### config.mk
export PLATFORM = sky130hd
export DESIGN_NAME = router_flat
export DESIGN_NICKNAME = d
export VERILOG_FILES = /design/src/rtl/router_if.sv /design/src/rtl/router.sv /design/src/flat_wrapper.sv
export SDC_FILE = /design/constraint.sdc
export NUM_CORES = 1
export LEC_CHECK = 0
export CORE_AREA = 5 5 220 222
export CTS_CLUSTER_SIZE = 12
export DETAILED_ROUTE_END_ITERATION = 10
export DIE_AREA = 0 0 225 227
export SYNTH_ARGS = -nofsm -noshare
export SYNTH_HDL_FRONTEND = slang
export SYNTH_SLANG_ARGS = --single-unit
### constraint.sdc
create_clock -name clk -period 2 [get_ports clk]
set_clock_uncertainty 0.1 [all_clocks]
set_input_delay 0.4 -clock clk [delete_from_list [all_inputs] [get_ports clk]]
set_output_delay 0.4 -clock clk [all_outputs]
set_load 0.03 [all_outputs]
### src/rtl/router_if.sv
// AHB-Lite bus bundle between one master and the router.
interface router_if;
  logic [31:0] haddr;
  logic [31:0] hwdata;
  logic [3:0]  hprot;
  logic [2:0]  hsize;
  logic [2:0]  hburst;
  logic [1:0]  htrans;
  logic        hwrite;
  logic        hmastlock;
  logic [31:0] hrdata;
  logic        hready;
  logic        hresp;

  modport master (
    output haddr, hwdata, hprot, hsize, hburst, htrans, hwrite, hmastlock,
    input  hrdata, hready, hresp
  );

  modport slave (
    input  haddr, hwdata, hprot, hsize, hburst, htrans, hwrite, hmastlock,
    output hrdata, hready, hresp
  );
endinterface

### src/rtl/router.sv
// Routes three AHB-Lite masters (SPI loader, core imem, core dmem) onto the
// instruction RAM, data RAM and register block. SPI_change selects ownership.
module router (
  input  logic        clk,
  input  logic        reset,
  input  logic        SPI_change,
  router_if.slave     spi,
  router_if.slave     imem,
  router_if.slave     dmem,
  input  logic [31:0] reg_read,
  output logic [31:0] reg_write,
  output logic [3:0]  reg_addr,
  output logic [3:0]  reg_wben,
  output logic        reg_rwn,
  input  logic [31:0] inst_read,
  output logic [31:0] inst_write,
  output logic [13:0] inst_addr,
  output logic [3:0]  inst_wben,
  output logic        inst_rwn,
  input  logic [31:0] data_read,
  output logic [31:0] data_write,
  output logic [13:0] data_addr,
  output logic [3:0]  data_wben,
  output logic        data_rwn
);

  localparam logic [1:0] M_SPI  = 2'd0;
  localparam logic [1:0] M_IMEM = 2'd1;
  localparam logic [1:0] M_DMEM = 2'd2;

  localparam logic [1:0] R_INST = 2'b00;
  localparam logic [1:0] R_DATA = 2'b01;
  localparam logic [1:0] R_REG  = 2'b10;

  typedef enum logic [1:0] {
    PH_IDLE,
    PH_DATA,
    PH_ERR1,
    PH_ERR2
  } phase_t;

  // Per-master view of the bus signals
  logic [31:0] m_haddr  [3];
  logic [31:0] m_hwdata [3];
  logic [2:0]  m_hsize  [3];
  logic [1:0]  m_htrans [3];
  logic        m_hwrite [3];
  logic [31:0] hrdata_o [3];
  logic        hready_o [3];
  logic        hresp_o  [3];
  logic        allowed  [3];
  logic        accept   [3];

  // Per-master data-phase state
  phase_t      phase_q  [3];
  phase_t      phase_d  [3];
  logic [1:0]  region_q [3];
  logic [1:0]  region_d [3];
  logic [13:0] addr_q   [3];
  logic [13:0] addr_d   [3];
  logic [2:0]  size_q   [3];
  logic [2:0]  size_d   [3];
  logic        write_q  [3];
  logic        write_d  [3];

  // Slave address/write-data holding registers
  logic [13:0] inst_addr_q, inst_addr_d;
  logic [31:0] inst_write_q, inst_write_d;
  logic [13:0] data_addr_q, data_addr_d;
  logic [31:0] data_write_q, data_write_d;
  logic [3:0]  reg_addr_q, reg_addr_d;
  logic [31:0] reg_write_q, reg_write_d;

  logic unused_ok;
  assign unused_ok = ^{spi.hprot, spi.hburst, spi.hmastlock, spi.haddr[31:16], spi.htrans[0],
                       imem.hprot, imem.hburst, imem.hmastlock, imem.haddr[31:16], imem.htrans[0],
                       dmem.hprot, dmem.hburst, dmem.hmastlock, dmem.haddr[31:16], dmem.htrans[0]};

  function automatic logic [3:0] lane_mask(input logic [2:0] size, input logic [1:0] a);
    logic [3:0] mask;
    case (size)
      3'd0:    mask = 4'b0001 << a;
      3'd1:    mask = a[1] ? 4'b1100 : 4'b0011;
      3'd2:    mask = 4'b1111;
      default: mask = 4'b0000;
    endcase
    return mask;
  endfunction

  function automatic logic region_ok(input logic [1:0] m, input logic [1:0] r);
    logic ok;
    case (m)
      M_SPI:   ok = (r != 2'b11);
      M_IMEM:  ok = (r == R_INST);
      default: ok = (r == R_DATA) || (r == R_REG);
    endcase
    return ok;
  endfunction

  // Gather master inputs and publish master outputs
  always_comb begin
    m_haddr[0]  = spi.haddr;   m_haddr[1]  = imem.haddr;   m_haddr[2]  = dmem.haddr;
    m_hwdata[0] = spi.hwdata;  m_hwdata[1] = imem.hwdata;  m_hwdata[2] = dmem.hwdata;
    m_hsize[0]  = spi.hsize;   m_hsize[1]  = imem.hsize;   m_hsize[2]  = dmem.hsize;
    m_htrans[0] = spi.htrans;  m_htrans[1] = imem.htrans;  m_htrans[2] = dmem.htrans;
    m_hwrite[0] = spi.hwrite;  m_hwrite[1] = imem.hwrite;  m_hwrite[2] = dmem.hwrite;
  end

  assign spi.hrdata  = hrdata_o[0];
  assign spi.hready  = hready_o[0];
  assign spi.hresp   = hresp_o[0];
  assign imem.hrdata = hrdata_o[1];
  assign imem.hready = hready_o[1];
  assign imem.hresp  = hresp_o[1];
  assign dmem.hrdata = hrdata_o[2];
  assign dmem.hready = hready_o[2];
  assign dmem.hresp  = hresp_o[2];

  // Handshake, address-phase acceptance and next data-phase state per master.
  // A pending data phase keeps hready alive even after ownership moves away.
  always_comb begin
    for (int unsigned m = 0; m < 3; m++) begin
      allowed[m[1:0]] = (m[1:0] == M_SPI) ? ~SPI_change : SPI_change;
      case (phase_q[m[1:0]])
        PH_ERR1:          hready_o[m[1:0]] = 1'b0;
        PH_DATA, PH_ERR2: hready_o[m[1:0]] = 1'b1;
        default:          hready_o[m[1:0]] = allowed[m[1:0]];
      endcase
      hresp_o[m[1:0]] = (phase_q[m[1:0]] == PH_ERR1) || (phase_q[m[1:0]] == PH_ERR2);
      accept[m[1:0]]  = allowed[m[1:0]] && m_htrans[m[1:0]][1] && hready_o[m[1:0]];

      phase_d[m[1:0]]  = PH_IDLE;
      region_d[m[1:0]] = region_q[m[1:0]];
      addr_d[m[1:0]]   = addr_q[m[1:0]];
      size_d[m[1:0]]   = size_q[m[1:0]];
      write_d[m[1:0]]  = write_q[m[1:0]];
      if (phase_q[m[1:0]] == PH_ERR1) begin
        phase_d[m[1:0]] = PH_ERR2;
      end else if (accept[m[1:0]]) begin
        region_d[m[1:0]] = m_haddr[m[1:0]][15:14];
        addr_d[m[1:0]]   = m_haddr[m[1:0]][13:0];
        size_d[m[1:0]]   = m_hsize[m[1:0]];
        write_d[m[1:0]]  = m_hwrite[m[1:0]];
        if (!region_ok(m[1:0], m_haddr[m[1:0]][15:14]) || (m_hsize[m[1:0]] > 3'd2)) begin
          phase_d[m[1:0]] = PH_ERR1;
        end else begin
          phase_d[m[1:0]] = PH_DATA;
        end
      end
    end
  end

  // Drive slaves from whichever master holds a data phase on them
  always_comb begin
    inst_rwn     = 1'b1;
    inst_wben    = '0;
    inst_addr_d  = inst_addr_q;
    inst_write_d = inst_write_q;
    data_rwn     = 1'b1;
    data_wben    = '0;
    data_addr_d  = data_addr_q;
    data_write_d = data_write_q;
    reg_rwn      = 1'b1;
    reg_wben     = '0;
    reg_addr_d   = reg_addr_q;
    reg_write_d  = reg_write_q;
    for (int unsigned m = 0; m < 3; m++) begin
      hrdata_o[m[1:0]] = '0;
    end
    for (int unsigned m = 0; m < 3; m++) begin
      if (phase_q[m[1:0]] == PH_DATA) begin
        case (region_q[m[1:0]])
          R_INST: begin
            inst_addr_d  = addr_q[m[1:0]];
            inst_rwn     = ~write_q[m[1:0]];
            inst_write_d = m_hwdata[m[1:0]];
            inst_wben    = write_q[m[1:0]] ? lane_mask(size_q[m[1:0]], addr_q[m[1:0]][1:0]) : 4'b0000;
            if (!write_q[m[1:0]]) hrdata_o[m[1:0]] = inst_read;
          end
          R_DATA: begin
            data_addr_d  = addr_q[m[1:0]];
            data_rwn     = ~write_q[m[1:0]];
            data_write_d = m_hwdata[m[1:0]];
            data_wben    = write_q[m[1:0]] ? lane_mask(size_q[m[1:0]], addr_q[m[1:0]][1:0]) : 4'b0000;
            if (!write_q[m[1:0]]) hrdata_o[m[1:0]] = data_read;
          end
          R_REG: begin
            reg_addr_d   = addr_q[m[1:0]][5:2];
            reg_rwn      = ~write_q[m[1:0]];
            reg_write_d  = m_hwdata[m[1:0]];
            reg_wben     = write_q[m[1:0]] ? lane_mask(size_q[m[1:0]], addr_q[m[1:0]][1:0]) : 4'b0000;
            if (!write_q[m[1:0]]) hrdata_o[m[1:0]] = reg_read;
          end
          default: ;
        endcase
      end
    end
  end

  assign inst_addr  = inst_addr_d;
  assign inst_write = inst_write_d;
  assign data_addr  = data_addr_d;
  assign data_write = data_write_d;
  assign reg_addr   = reg_addr_d;
  assign reg_write  = reg_write_d;

  // State registers with synchronous active-low reset
  always_ff @(posedge clk) begin
    if (!reset) begin
      for (int unsigned m = 0; m < 3; m++) begin
        phase_q[m[1:0]]  <= PH_IDLE;
        region_q[m[1:0]] <= '0;
        addr_q[m[1:0]]   <= '0;
        size_q[m[1:0]]   <= '0;
        write_q[m[1:0]]  <= 1'b0;
      end
      inst_addr_q  <= '0;
      inst_write_q <= '0;
      data_addr_q  <= '0;
      data_write_q <= '0;
      reg_addr_q   <= '0;
      reg_write_q  <= '0;
    end else begin
      for (int unsigned m = 0; m < 3; m++) begin
        phase_q[m[1:0]]  <= phase_d[m[1:0]];
        region_q[m[1:0]] <= region_d[m[1:0]];
        addr_q[m[1:0]]   <= addr_d[m[1:0]];
        size_q[m[1:0]]   <= size_d[m[1:0]];
        write_q[m[1:0]]  <= write_d[m[1:0]];
      end
      inst_addr_q  <= inst_addr_d;
      inst_write_q <= inst_write_d;
      data_addr_q  <= data_addr_d;
      data_write_q <= data_write_d;
      reg_addr_q   <= reg_addr_d;
      reg_write_q  <= reg_write_d;
    end
  end

endmodule

### src/flat_wrapper.sv
// flat-port wrapper written by rule: the top's interface ports become plain ports
module router_flat 
  (clk, reset, SPI_change, reg_read, reg_write, reg_addr, reg_wben, reg_rwn, inst_read, inst_write, inst_addr, inst_wben, inst_rwn, data_read, data_write, data_addr, data_wben, data_rwn, spi_haddr, spi_hwdata, spi_hprot, spi_hsize, spi_hburst, spi_htrans, spi_hwrite, spi_hmastlock, spi_hrdata, spi_hready, spi_hresp, imem_haddr, imem_hwdata, imem_hprot, imem_hsize, imem_hburst, imem_htrans, imem_hwrite, imem_hmastlock, imem_hrdata, imem_hready, imem_hresp, dmem_haddr, dmem_hwdata, dmem_hprot, dmem_hsize, dmem_hburst, dmem_htrans, dmem_hwrite, dmem_hmastlock, dmem_hrdata, dmem_hready, dmem_hresp);
  router_if spi_i ();
  router_if imem_i ();
  router_if dmem_i ();
  input  logic clk;
  input  logic reset;
  input  logic SPI_change;
  input  logic [31:0] reg_read;
  output logic [31:0] reg_write;
  output logic [3:0] reg_addr;
  output logic [3:0] reg_wben;
  output logic reg_rwn;
  input  logic [31:0] inst_read;
  output logic [31:0] inst_write;
  output logic [13:0] inst_addr;
  output logic [3:0] inst_wben;
  output logic inst_rwn;
  input  logic [31:0] data_read;
  output logic [31:0] data_write;
  output logic [13:0] data_addr;
  output logic [3:0] data_wben;
  output logic data_rwn;
  input wire logic [$bits(spi_i.haddr)-1:0] spi_haddr;
  input wire logic [$bits(spi_i.hwdata)-1:0] spi_hwdata;
  input wire logic [$bits(spi_i.hprot)-1:0] spi_hprot;
  input wire logic [$bits(spi_i.hsize)-1:0] spi_hsize;
  input wire logic [$bits(spi_i.hburst)-1:0] spi_hburst;
  input wire logic [$bits(spi_i.htrans)-1:0] spi_htrans;
  input wire logic [$bits(spi_i.hwrite)-1:0] spi_hwrite;
  input wire logic [$bits(spi_i.hmastlock)-1:0] spi_hmastlock;
  output wire logic [$bits(spi_i.hrdata)-1:0] spi_hrdata;
  output wire logic [$bits(spi_i.hready)-1:0] spi_hready;
  output wire logic [$bits(spi_i.hresp)-1:0] spi_hresp;
  input wire logic [$bits(imem_i.haddr)-1:0] imem_haddr;
  input wire logic [$bits(imem_i.hwdata)-1:0] imem_hwdata;
  input wire logic [$bits(imem_i.hprot)-1:0] imem_hprot;
  input wire logic [$bits(imem_i.hsize)-1:0] imem_hsize;
  input wire logic [$bits(imem_i.hburst)-1:0] imem_hburst;
  input wire logic [$bits(imem_i.htrans)-1:0] imem_htrans;
  input wire logic [$bits(imem_i.hwrite)-1:0] imem_hwrite;
  input wire logic [$bits(imem_i.hmastlock)-1:0] imem_hmastlock;
  output wire logic [$bits(imem_i.hrdata)-1:0] imem_hrdata;
  output wire logic [$bits(imem_i.hready)-1:0] imem_hready;
  output wire logic [$bits(imem_i.hresp)-1:0] imem_hresp;
  input wire logic [$bits(dmem_i.haddr)-1:0] dmem_haddr;
  input wire logic [$bits(dmem_i.hwdata)-1:0] dmem_hwdata;
  input wire logic [$bits(dmem_i.hprot)-1:0] dmem_hprot;
  input wire logic [$bits(dmem_i.hsize)-1:0] dmem_hsize;
  input wire logic [$bits(dmem_i.hburst)-1:0] dmem_hburst;
  input wire logic [$bits(dmem_i.htrans)-1:0] dmem_htrans;
  input wire logic [$bits(dmem_i.hwrite)-1:0] dmem_hwrite;
  input wire logic [$bits(dmem_i.hmastlock)-1:0] dmem_hmastlock;
  output wire logic [$bits(dmem_i.hrdata)-1:0] dmem_hrdata;
  output wire logic [$bits(dmem_i.hready)-1:0] dmem_hready;
  output wire logic [$bits(dmem_i.hresp)-1:0] dmem_hresp;
  assign spi_i.haddr = spi_haddr;
  assign spi_i.hwdata = spi_hwdata;
  assign spi_i.hprot = spi_hprot;
  assign spi_i.hsize = spi_hsize;
  assign spi_i.hburst = spi_hburst;
  assign spi_i.htrans = spi_htrans;
  assign spi_i.hwrite = spi_hwrite;
  assign spi_i.hmastlock = spi_hmastlock;
  assign spi_hrdata = spi_i.hrdata;
  assign spi_hready = spi_i.hready;
  assign spi_hresp = spi_i.hresp;
  assign imem_i.haddr = imem_haddr;
  assign imem_i.hwdata = imem_hwdata;
  assign imem_i.hprot = imem_hprot;
  assign imem_i.hsize = imem_hsize;
  assign imem_i.hburst = imem_hburst;
  assign imem_i.htrans = imem_htrans;
  assign imem_i.hwrite = imem_hwrite;
  assign imem_i.hmastlock = imem_hmastlock;
  assign imem_hrdata = imem_i.hrdata;
  assign imem_hready = imem_i.hready;
  assign imem_hresp = imem_i.hresp;
  assign dmem_i.haddr = dmem_haddr;
  assign dmem_i.hwdata = dmem_hwdata;
  assign dmem_i.hprot = dmem_hprot;
  assign dmem_i.hsize = dmem_hsize;
  assign dmem_i.hburst = dmem_hburst;
  assign dmem_i.htrans = dmem_htrans;
  assign dmem_i.hwrite = dmem_hwrite;
  assign dmem_i.hmastlock = dmem_hmastlock;
  assign dmem_hrdata = dmem_i.hrdata;
  assign dmem_hready = dmem_i.hready;
  assign dmem_hresp = dmem_i.hresp;
  router u_core (.clk(clk), .reset(reset), .SPI_change(SPI_change), .spi(spi_i), .imem(imem_i), .dmem(dmem_i), .reg_read(reg_read), .reg_write(reg_write), .reg_addr(reg_addr), .reg_wben(reg_wben), .reg_rwn(reg_rwn), .inst_read(inst_read), .inst_write(inst_write), .inst_addr(inst_addr), .inst_wben(inst_wben), .inst_rwn(inst_rwn), .data_read(data_read), .data_write(data_write), .data_addr(data_addr), .data_wben(data_wben), .data_rwn(data_rwn));
endmodule
==> results.txt <==
die area = 51100 um2
Die X = 225 um
Final #Nets = 2900
Filler cells = 3744
DR vias = 17728
Initial Utilization = 29.4%
1st-iter DRT viols = 1322
synthesized flop and latch total = 194
Least-Margin Pin Slew = 0.576 ns
Startpoint Class = flop
largest net degree at the start of global routing = 61
Clock transition at path regs = 0.08 ns
Switch Pwr = 4.77 mW
CTS Buf Count = 17
period utilisation layout = 143%
number of global-route vias before repair = 17871
post-synth top area cell = dfxtp_1
peak supply drop = 625 uV
syn nets = 2184
min Tclk post-route = 2.86 ns
area grow syn2layout = 111%
Comb power frac = 40.9%
synthesized area per cell = 7.33 um2
R2R Setup Slk = -0.07 ns
Die Height = 227 um
IO buf count = 502
number of remaining DRC errors = 0
hold_sp = reset
Core Region = 46200 um2
first-pass GRT wire length = 111 mm
number of antenna violations at the first check in global routing = 6
H-tree levels = 4
Internal = 8.33 mW
prevailing post-synth register cell = dfxtp_1
fin. max-slew vios = 0
Hold/Removal Path Class = input port to flop
FFs w/ async S/R, synth = 0%
setup slack after layout = -0.858 ns
Pre-antenna DRT Iters = 5
Clock Latency Late Sink = 0.47 ns
Remaining Overflow, GRT = 0
WP data arrival = 2.36 ns
Finish-stage setup viols = 244
HPWL Detailed = 52.8 mm
sequential power share = 31.9%
FF-to-FF Start = u_core.region_q[0][0]
DR vias/cell = 5.56
IO Pins = 578
number of synthesized flops with an enable pin = 0
Sw Ratio = 36.4%
P_leak = 10.5 nW
status = complete, but fails checks
failing checks = negative setup slack
Synth top area share = 28.6%
R2R cell count = 8
Global Route Usage Sum = 28.1%
clock root buffer = clkbuf_16
CP Capture Type = output port
quantity of hold-fixing buffers added after cts = 0
Setup crit start = u_core.region_q[0][1]
Clock Path Buffers = 2
most frequent cells in the layout = 255 x clkdlybuf4s50_1, 248 x nor2_1, 244 x nand2_1, 229 x buf_6, 194 x buf_4
Synth area leaders = dfxtp_1 29%, mux2i_1 13%, nor2_1 9.1%, nand2_1 7.5%, o31ai_1 5.1%
Yosys warning total = 0
Num Clock Sinks = 194
post-route insts no fill = 3191
met3 global-route usage = 6.69%
Clk pwr share = 27.2%
Crit Path Category = flop to output port
placed insts = 3026
Pwr per Cell Area = 459 nW/um2
post-route cell area = 28600 um2
FMAX = 350 MHz
RSZ-0062 raised after global routing = true
worst-path fanout max = 6
met2 Use GR = 48.5%
most used routing layer in global routing = met2
Max-cap violations = 0
worst path required time = 1.50 ns
Worst Hold Depth = 2
sequential area share after synthesis = 28.6%
Avg WL per Cell = 25.4 um
Routed WL = 81.0 mm
commonest non-fill, non-tap cell in the layout = clkdlybuf4s50_1
met1 usage = 34.2%
Rows = 79
placed instance area = 23100 um2
Synth Instances = 1851
GP Congestion = 0.913
worst relative slew slack = 61.2%
CTS tree = yes
Antenna Nets Post-Route = 0
Synth cell types = 49
share of post-route cells with drive strength above 1 = 45.9%
final hold vios = 0
post-synthesis cell area = 13600 um2
[final cells by class]
| type | count | area (um2) | area share (%) |
|---|---|---|---|
| diodes | 4 | 10.0 | 0.0350 |
| clock buffers | 17 | 425 | 1.49 |
| clock inverters | 15 | 156 | 0.547 |
| inverters | 7 | 26.3 | 0.0919 |
| multi-input cells | 1478 | 12700 | 44.5 |
| flip-flops and latches | 194 | 3920 | 13.7 |
| well taps | 607 | 759 | 2.66 |
| repair buffers | 869 | 10600 | 36.9 |
[power by group through the flow]
stage | combinational (mW) | sequential (mW) | clock, mW
after floorplan | 2.37 | 4.21 | 0
after global placement | 4.34 | 4.24 | 0
after detailed placement | 4.39 | 4.24 | 0
after CTS | 4.88 | 4.16 | 3.61
after global routing | 5.58 | 4.20 | 3.78
final | 5.36 | 4.18 | 3.56
[stage by stage]
stage / hold slack [ns] / power, mW / utilization [%] / setup WS [ns] / TNS (ns)
finish: 0.255 / 13.1 / 61.9 / -0.858 / -148.54
global route: 0.253 / 13.6 / 61.9 / -0.924 / -162.67
CTS: 0.232 / 12.6 / 56.9 / -0.792 / -154.81
detailed placement: 0.362 / 8.63 / 50.0 / -0.463 / -48.93
global placement: 0.364 / 8.58 / 50.0 / -0.516 / -45.61
floorplan: 0.343 / 6.58 / - / -0.243 / -15.27
[registers in the layout, indices dropped and copies added, names as in the netlist]
name                 count
u_core.addr_q           42
u_core.reg_addr_q        4
u_core.region_q          6
u_core.inst_addr_q      14
u_core.phase_q           6
u_core.inst_write_q     32
u_core.size_q            9
u_core.data_write_q     32
u_core.write_q           3
u_core.data_addr_q      14
u_core.reg_write_q      32
[cells in the mapped netlist (3+ instances only)]
| cell type | count |
|---|---|
| o21a_1 | 3 |
| nor3_1 | 82 |
| a211oi_1 | 33 |
| a21oi_1 | 105 |
| o21ai_0 | 7 |
| o221ai_1 | 7 |
| buf_1 | 9 |
| buf_4 | 7 |
| nand4bb_1 | 4 |
| a211oi_2 | 52 |
| buf_2 | 35 |
| a21boi_0 | 40 |
| a21boi_1 | 20 |
| buf_6 | 16 |
| a31oi_1 | 5 |
| and4bb_2 | 5 |
| o31ai_1 | 92 |
| nand2b_1 | 6 |
| nor2_1 | 330 |
| inv_1 | 7 |
| o21bai_1 | 4 |
| a22oi_1 | 4 |
| dfxtp_1 | 194 |
| a21o_1 | 4 |
| nand4_1 | 3 |
| clkbuf_1 | 105 |
| mux2i_1 | 178 |
| and3_1 | 47 |
| nor2b_1 | 12 |
| nand3_1 | 52 |
| nand2_1 | 272 |
| and2_1 | 83 |
| nand3b_1 | 5 |
[per-layer routing]
metal / vias up / wire (um) / share of wire (%)
met5: - / 67 / 0.083
met4: 8 / 3670 / 4.5
met3: 213 / 6480 / 8.0
met2: 879 / 39800 / 49
met1: 8753 / 31000 / 38
li1: 7875 / - / -
[cells by family (layout without fill, tap and decap cells)]
group	count (synthesis)	in the layout	synth area share, %
AND/OR/NAND/NOR	914	914	30.6
flip-flops	194	194	28.6
other	0	4	0
AO/OA/AOI/OAI	385	385	21.2
multiplexers	178	178	13.1
XOR/XNOR	1	1	0.0645
buffers and inverters	179	908	6.35
[final timing paths]
check | endpoint
hold reg to reg | u_core.size_q[0][8]
hold / removal | u_core.phase_q[0][5]
setup / recovery | inst_write[18]
setup reg to reg | u_core.reg_write_q[11]
[worst max-delay path: stages, from the launching register on]
cell,delay (ns)
dfxtp_2,0.34
buf_6,0.12
nor4b_4,0.28
buf_6,0.19
buf_12,0.17
buf_12,0.14
nand2_1,0.05
and3_4,0.19
o31ai_4,0.21
buf_6,0.18
[repair_timing]
action | CTS | global route
endpoints found under the setup margin | 245 | 280
resized for setup | 366 | 380
gates cloned | 26 | 25
pin swaps | 77 | 142
buffers inserted | 48 | 53
No activity file was read; power rests on OpenSTA's default activity.
